### src/rtl/instr_fetch_queue.sv
// Instruction fetch stage: sequential fetch, in-order response queue, redirect flush.
module instr_fetch_queue #(
    parameter int OPD_WIDTH = 32,
    parameter int PC_WIDTH  = 12,
    parameter int DEPTH     = 4
) (
    input  logic                 clk,
    input  logic                 rst,
    input  logic                 redirect,
    input  logic [PC_WIDTH-1:0]  redirect_pc,
    output logic                 imem_req_valid,
    input  logic                 imem_req_ready,
    output logic [PC_WIDTH-1:0]  imem_addr,
    input  logic                 imem_rsp_valid,
    input  logic [OPD_WIDTH-1:0] imem_rsp_data,
    output logic                 instr_valid,
    input  logic                 instr_ready,
    output logic [OPD_WIDTH-1:0] instr_out,
    output logic [OPD_WIDTH-1:0] instr_pc
);

    localparam int CW = $clog2(DEPTH + 1);
    localparam int DW = $clog2(2 * DEPTH + 1);
    localparam int AW = $clog2(DEPTH);

    logic [PC_WIDTH-1:0]  fetch_addr;
    logic [PC_WIDTH-1:0]  rsp_pc;
    logic [CW-1:0]        count;
    logic [CW-1:0]        outst;
    logic [DW-1:0]        discard;
    logic [AW-1:0]        wr_ptr;
    logic [AW-1:0]        rd_ptr;
    logic [OPD_WIDTH-1:0] data_mem [DEPTH];
    logic [PC_WIDTH-1:0]  pc_mem   [DEPTH];

    logic [CW:0] in_use;
    logic        has_slot;
    logic        issue;
    logic        drop;
    logic        push;
    logic        pop;

    // Queue slots are reserved at issue time, so a response always fits.
    assign in_use   = {1'b0, count} + {1'b0, outst};
    assign has_slot = in_use < (CW + 1)'(DEPTH);

    assign imem_req_valid = !rst && !redirect && has_slot;
    assign imem_addr      = fetch_addr;
    assign issue          = imem_req_valid && imem_req_ready;

    assign drop = !redirect && imem_rsp_valid && (discard != '0);
    assign push = !redirect && imem_rsp_valid && (discard == '0);
    assign pop  = !redirect && instr_valid && instr_ready;

    assign instr_valid = (count != '0);
    assign instr_out   = instr_valid ? data_mem[rd_ptr] : '0;
    assign instr_pc    = instr_valid ? OPD_WIDTH'(pc_mem[rd_ptr]) : '0;

    always_ff @(posedge clk) begin
        if (push) begin
            data_mem[wr_ptr] <= imem_rsp_data;
            pc_mem[wr_ptr]   <= rsp_pc;
        end
    end

    always_ff @(posedge clk or posedge rst) begin
        if (rst) begin
            fetch_addr <= '0;
            rsp_pc     <= '0;
            count      <= '0;
            outst      <= '0;
            discard    <= '0;
            wr_ptr     <= '0;
            rd_ptr     <= '0;
        end else if (redirect) begin
            // Everything in flight becomes stale; one of them may land right now.
            count      <= '0;
            wr_ptr     <= '0;
            rd_ptr     <= '0;
            discard    <= discard + DW'(outst) - DW'(imem_rsp_valid);
            outst      <= '0;
            fetch_addr <= redirect_pc;
            rsp_pc     <= redirect_pc;
        end else begin
            outst   <= outst + CW'(issue) - CW'(push);
            discard <= discard - DW'(drop);
            count   <= count + CW'(push) - CW'(pop);
            if (issue) begin
                fetch_addr <= fetch_addr + PC_WIDTH'(4);
            end
            if (push) begin
                wr_ptr <= wr_ptr + AW'(1);
                rsp_pc <= rsp_pc + PC_WIDTH'(4);
            end
            if (pop) begin
                rd_ptr <= rd_ptr + AW'(1);
            end
        end
    end

endmodule

### config.mk
export PLATFORM = sky130hd
export DESIGN_NAME = instr_fetch_queue
export DESIGN_NICKNAME = d
export VERILOG_FILES = /design/src/rtl/instr_fetch_queue.sv
export SDC_FILE = /design/constraint.sdc
export NUM_CORES = 1
export LEC_CHECK = 0
export CELL_PAD_IN_SITES_DETAIL_PLACEMENT = 0
export CELL_PAD_IN_SITES_GLOBAL_PLACEMENT = 1
export CORE_AREA = 8 8 184 186
export CTS_CLUSTER_DIAMETER = 60
export DETAILED_ROUTE_END_ITERATION = 7
export DIE_AREA = 0 0 192 194
export PLACE_DENSITY_LB_ADDON = 0.08
export SYNTH_ARGS = -nofsm -noshare
export SYNTH_HDL_FRONTEND = slang
export SYNTH_SLANG_ARGS = --single-unit
### constraint.sdc
create_clock -name clk -period 3.36 [get_ports clk]
set_input_delay 0.672 -clock clk [delete_from_list [all_inputs] [get_ports clk]]
set_output_delay 0.672 -clock clk [all_outputs]
set_load 0.01 [all_outputs]
### Yosys cells after proc, flatten, opt, wreduce, memory -nomap -nowiden

Memories as Yosys holds them, arrays and structs flattened.
Cells that the tools add are included.
Widths: inputs -> output; s select.

* order comparisons: 1
* reduce and logical (&&, ||, !) cells: 16
* $add $sub $neg: 12
* multiplexer cells: 15

Operator list (number)
* $mux 12: 5
* $mux 32: 1
* $add 12x3->12 const B: 2
* $logic_and 1x1->1: 8
* $mux 2: 4
* $sub 4x1->4: 2
* $add 3x1->3: 2
* $mux 3: 2
* $reduce_bool 2->1: 3
* $sub 3x1->3: 2
* $add 2x1->2 const B: 2
* $add 3x3->4: 1
* $add 4x3->4: 1
* $logic_not 4->1: 1
* $lt 4x3->1 const B: 1
* $mux 4: 1
* $reduce_bool 4->1: 1
* $reduce_bool 3->1: 1
* $logic_not 1->1: 2
* $mux 1: 2

* output and inout port bits: 78
* bits in writable memories: 176
* word-level logic and storage cells: 53
* memories: 2
* register bits: 38
* input port bits: 50

Memories
* data_mem: depth 4, width 32, read ports 1, clocked after memory_dff 0, write ports 1, line 33 `logic [OPD_WIDTH-1:0] data_mem [DEPTH];`
* pc_mem: depth 4, width 12, read ports 1, clocked after memory_dff 0, write ports 1, line 34 `logic [PC_WIDTH-1:0] pc_mem [DEPTH];`

### Logic depth before layout (Yosys ltp)

* word-level depth: 7
* mapped depth: 11
* gate-level depth less buffers: 10

### Least setup slack after synthesis

OpenSTA, ideal clock, no wires.

* path kind: input-to-reg
* from: input port redirect
* to: memory data_mem[0][0], enable pin
* data arrival time: 2213 ps
* stages on the path: 5
* path buffers: 1
* data required time: 2954 ps
* setup time: 406 ps
* path slack: 741 ps
* cell sequence: inv_1 -> nand3_2 -> inv_2 -> buf_4 -> and2_1

* cells in the longest elaborated chain, start to end: 5

Ends and longest elaborated chain
* start: declaration: line 9 `input logic redirect,`
* $logic_not 1->1: line 52 `assign push = !redirect && imem_rsp_valid && (discard == '0);`
* $logic_and 1x1->1 (2 in series): line 52
* $mux 1: line 60 `if (push) begin`
* $mux 1 (implied by the code): line 61 `data_mem[wr_ptr] <= imem_rsp_data;`
* end: declaration: line 33

No other way between the ends.

### Worst setup path in the final report

* from: register count[1]
* to: output port instr_pc[2]

* cells in the longest elaborated chain, start to end: 2

Ends and longest elaborated chain
* start: declaration: line 28 `logic [CW-1:0] count;`
* start signal: assignment: line 87 `count <= count + CW'(push) - CW'(pop);`
* $reduce_bool 3->1: line 55 `assign instr_valid = (count != '0);`
* $mux 12: line 57 `assign instr_pc = instr_valid ? OPD_WIDTH'(pc_mem[rd_ptr]) : '0;`
* end: declaration: line 19 `output logic [OPD_WIDTH-1:0] instr_pc`

No other way between the ends.

==> results.cfg <==
[run_status]
status = finished clean

[sta]
setup_viol = 0
worst_slew_pin_slew_ps = 529
maxSlewViolCount = 0
period_needed_ps = 3180
finalHoldViolations = 0
slew_headroom = 0.647
fin_worst_skew_ps = 10.6
rsz0062_at_grt = no
finalSetupTns_ps = 0
clock.fmax_mhz = 315
fin_crit_sh = 0.946
timing.final.ws_setup_ps = 181

[clock_network]
cts_inserted_buffers = 25
root_buffer = clkbuf_16
insertion_delay_ps = 510
path_clk_slew_ps = 60
clkSinkCount = 214
clk_path_buf_depth = 3
cts_tree = built
ctsHoldBuffers = 0
htreeDepth = 1

[worst_setup_path]
critical_path.startpoint_type = flop
r2r_cells = 10
r2r-start = count[1]
path_max_fanout = 46
worst_setup_path_end_kind = primary output
r2r_setup_slack_ps = 980
crit_arrival_ps = 2510
reg2reg_to = count[2]
critical_path_class = flop to primary output
required_ps = 2690

[placement]
dpl.hpwl_um = 13700
dpl_worst_slack_ps = 319
gp_congestion = 0.743
place.port_buffers = 107

[layout]
drive_gt1_frac = 0.174
n_fill_cell = 2966
antenna_cells = 0
fin_nets = 745
area_growth_pct = 27.6

[pwr]
total_power_mw = 8.05
power-per-cell-area_nw_per_um2 = 694
vdd_ir_drop_max_v = 0.000338
p_leak_nw = 3.99

[floorplanning]
start_util = 0.293
coreArea_um2 = 31100
fp.dieH_um = 194
dieWidth_um = 192
die_area_um2 = 37200
num_rows = 65
ios = 128

[worst_hold_path]
hold_path_end = imem_addr[0]
hp-class = flop to flop
hold_start = imem_addr[0]
worstHoldPathCells = 2

[route]
wl_per_cell_um = 18.8
dr_total_vias = 4898
totalWireLength_um = 20600
dr.pass1.iters = 4
drt_iter0_markers = 314
via_per_inst = 4.49
ant_nets = 0
drc = 0

[synth]
netlist_area_um2 = 9090
synth-seq-cells = 214
synth_cell_types = 47
yosysWarnings = 0
synth_edf_count = 176
synth-async-reset-ratio = 0.178
ys.flop_type = edfxtp_1
avgSynthCellArea_um2 = 16.9
syn_inst = 537
ys_seq_area_frac = 0.686

[global_routing]
grt_max_degree = 47
grt_pass1_wl_um = 32300
grt-ovfl-total = 0
antenna_found_initial = 0
first_global_vias = 5470
grt_usage = 0.111

[run]
maxCapViolCount = 0
[worst max path at each step]
stage                  start              to  slack, ps
detailed placement  redirect  imem_req_valid        320
global placement    redirect  imem_req_valid        350
finish              count[1]     instr_pc[2]        180
global route        count[1]     instr_pc[2]          8
CTS                 count[1]     instr_pc[2]        100
floorplan           redirect  data_mem[0][0]        740
[synthesized netlist by cell type (all sizes together) (2+ instances only)]
library cell / instances / share of area
a21o: 2 / 0.0017
a21oi: 5 / 0.0032
a221o: 3 / 0.0033
a31oi: 6 / 0.0041
and2: 49 / 0.034
and3: 2 / 0.0019
buf: 35 / 0.028
clkbuf: 7 / 0.0029
dfrtp: 38 / 0.10
edfxtp: 176 / 0.58
fa: 3 / 0.0066
ha: 20 / 0.028
inv: 25 / 0.010
mux2i: 2 / 0.0022
mux4: 44 / 0.11
nand2: 25 / 0.010
nand3: 11 / 0.0066
nand4: 3 / 0.0037
nor2: 19 / 0.0081
nor2b: 4 / 0.0028
nor3: 3 / 0.0034
nor3b: 3 / 0.0025
o211ai: 2 / 0.0017
o21ai: 21 / 0.012
o311ai: 8 / 0.0077
xnor2: 8 / 0.0077
xor2: 5 / 0.0048
[per-stage QoR]
stage,cells,util,instance area (µm²),hold slack (ps)
2_1_floorplan,556,-,9160,476
3_3_place_gp,1044,0.346,10700,503
3_5_place_dp,1044,0.346,10700,520
4_1_cts,1092,0.373,11600,533
5_1_grt,1092,0.373,11600,549
6_report,1092,0.373,11600,526
[layout make-up]
cell class / count / area, µm² / area share
multi-input cells: 275 / 2550 / 0.220
flip-flops and latches: 214 / 6240 / 0.538
well taps: 402 / 503 / 0.0434
inverters: 25 / 93.8 / 0.00809
repair buffers: 131 / 1380 / 0.119
clock inverters: 18 / 195 / 0.0168
clock buffers: 27 / 633 / 0.0546
[routing by layer]
metal / vias to the layer above / share of wire / track usage
li1: 2279 / - / -
met1: 2471 / 0.44 / 0.142
met2: 121 / 0.49 / 0.188
met3: 27 / 0.053 / 0.0255
met4: 0 / 0.019 / 0.0263
met5: - / 0 / 0
[cells by family (layout without fill, tap and decap cells)]
family	count (synthesis)	count (layout)	synth area share
flip-flops	214	214	0.686
buffers and inverters	67	201	0.0416
adder cells (fa/ha/maj)	23	23	0.0341
AO/OA/AOI/OAI	49	49	0.0348
AND/OR/NAND/NOR	123	123	0.0780
multiplexers	47	47	0.112
other	1	20	0.000413
XOR/XNOR	13	13	0.0125
[flip-flops by register name, summed over array words and instances, names as in the netlist]
signal	cells
pc_mem	48
imem_addr	12
rsp_pc	12
data_mem	128
discard	4
count	3
outst	3
rd_ptr	2
wr_ptr	2
[cells in the final DEF (no fill, tap or decap), drive strengths merged, types with 4 or more instances in the layout]
cell type	instances
edfxtp	176
clkdlybuf4s50	107
and2	49
mux4	44
dfrtp	38
clkbuf	27
inv	27
nand2	25
buf	24
o21ai	21
ha	20
conb	20
nor2	19
nand3	11
clkinv	9
xnor2	8
o311ai	8
a31oi	6
xor2	5
a21oi	5
nor2b	4
bufinv	4
[report_power, final]
part / switching, mW / internal [mW] / leakage (nW)
Combinational: 1.01 / 1.19 / 1.55
Clock: 1.02 / 1.66 / 0.393
Sequential: 0.151 / 3.02 / 2.06
[worst max-delay path, stage by stage, from the launching register on]
cell and delay (ps):
dfrtp_1 440, or3_2 500, buf_4 310, and2_1 240, clkdlybuf4s50_1 490
[timing repair]
action                                  CTS  global route
setup buffers                             3             0
endpoints found under the setup margin    4             0
resized for setup                         0             0
endpoints found under the hold margin     0             0
No activity file was read; power rests on OpenSTA's default activity.
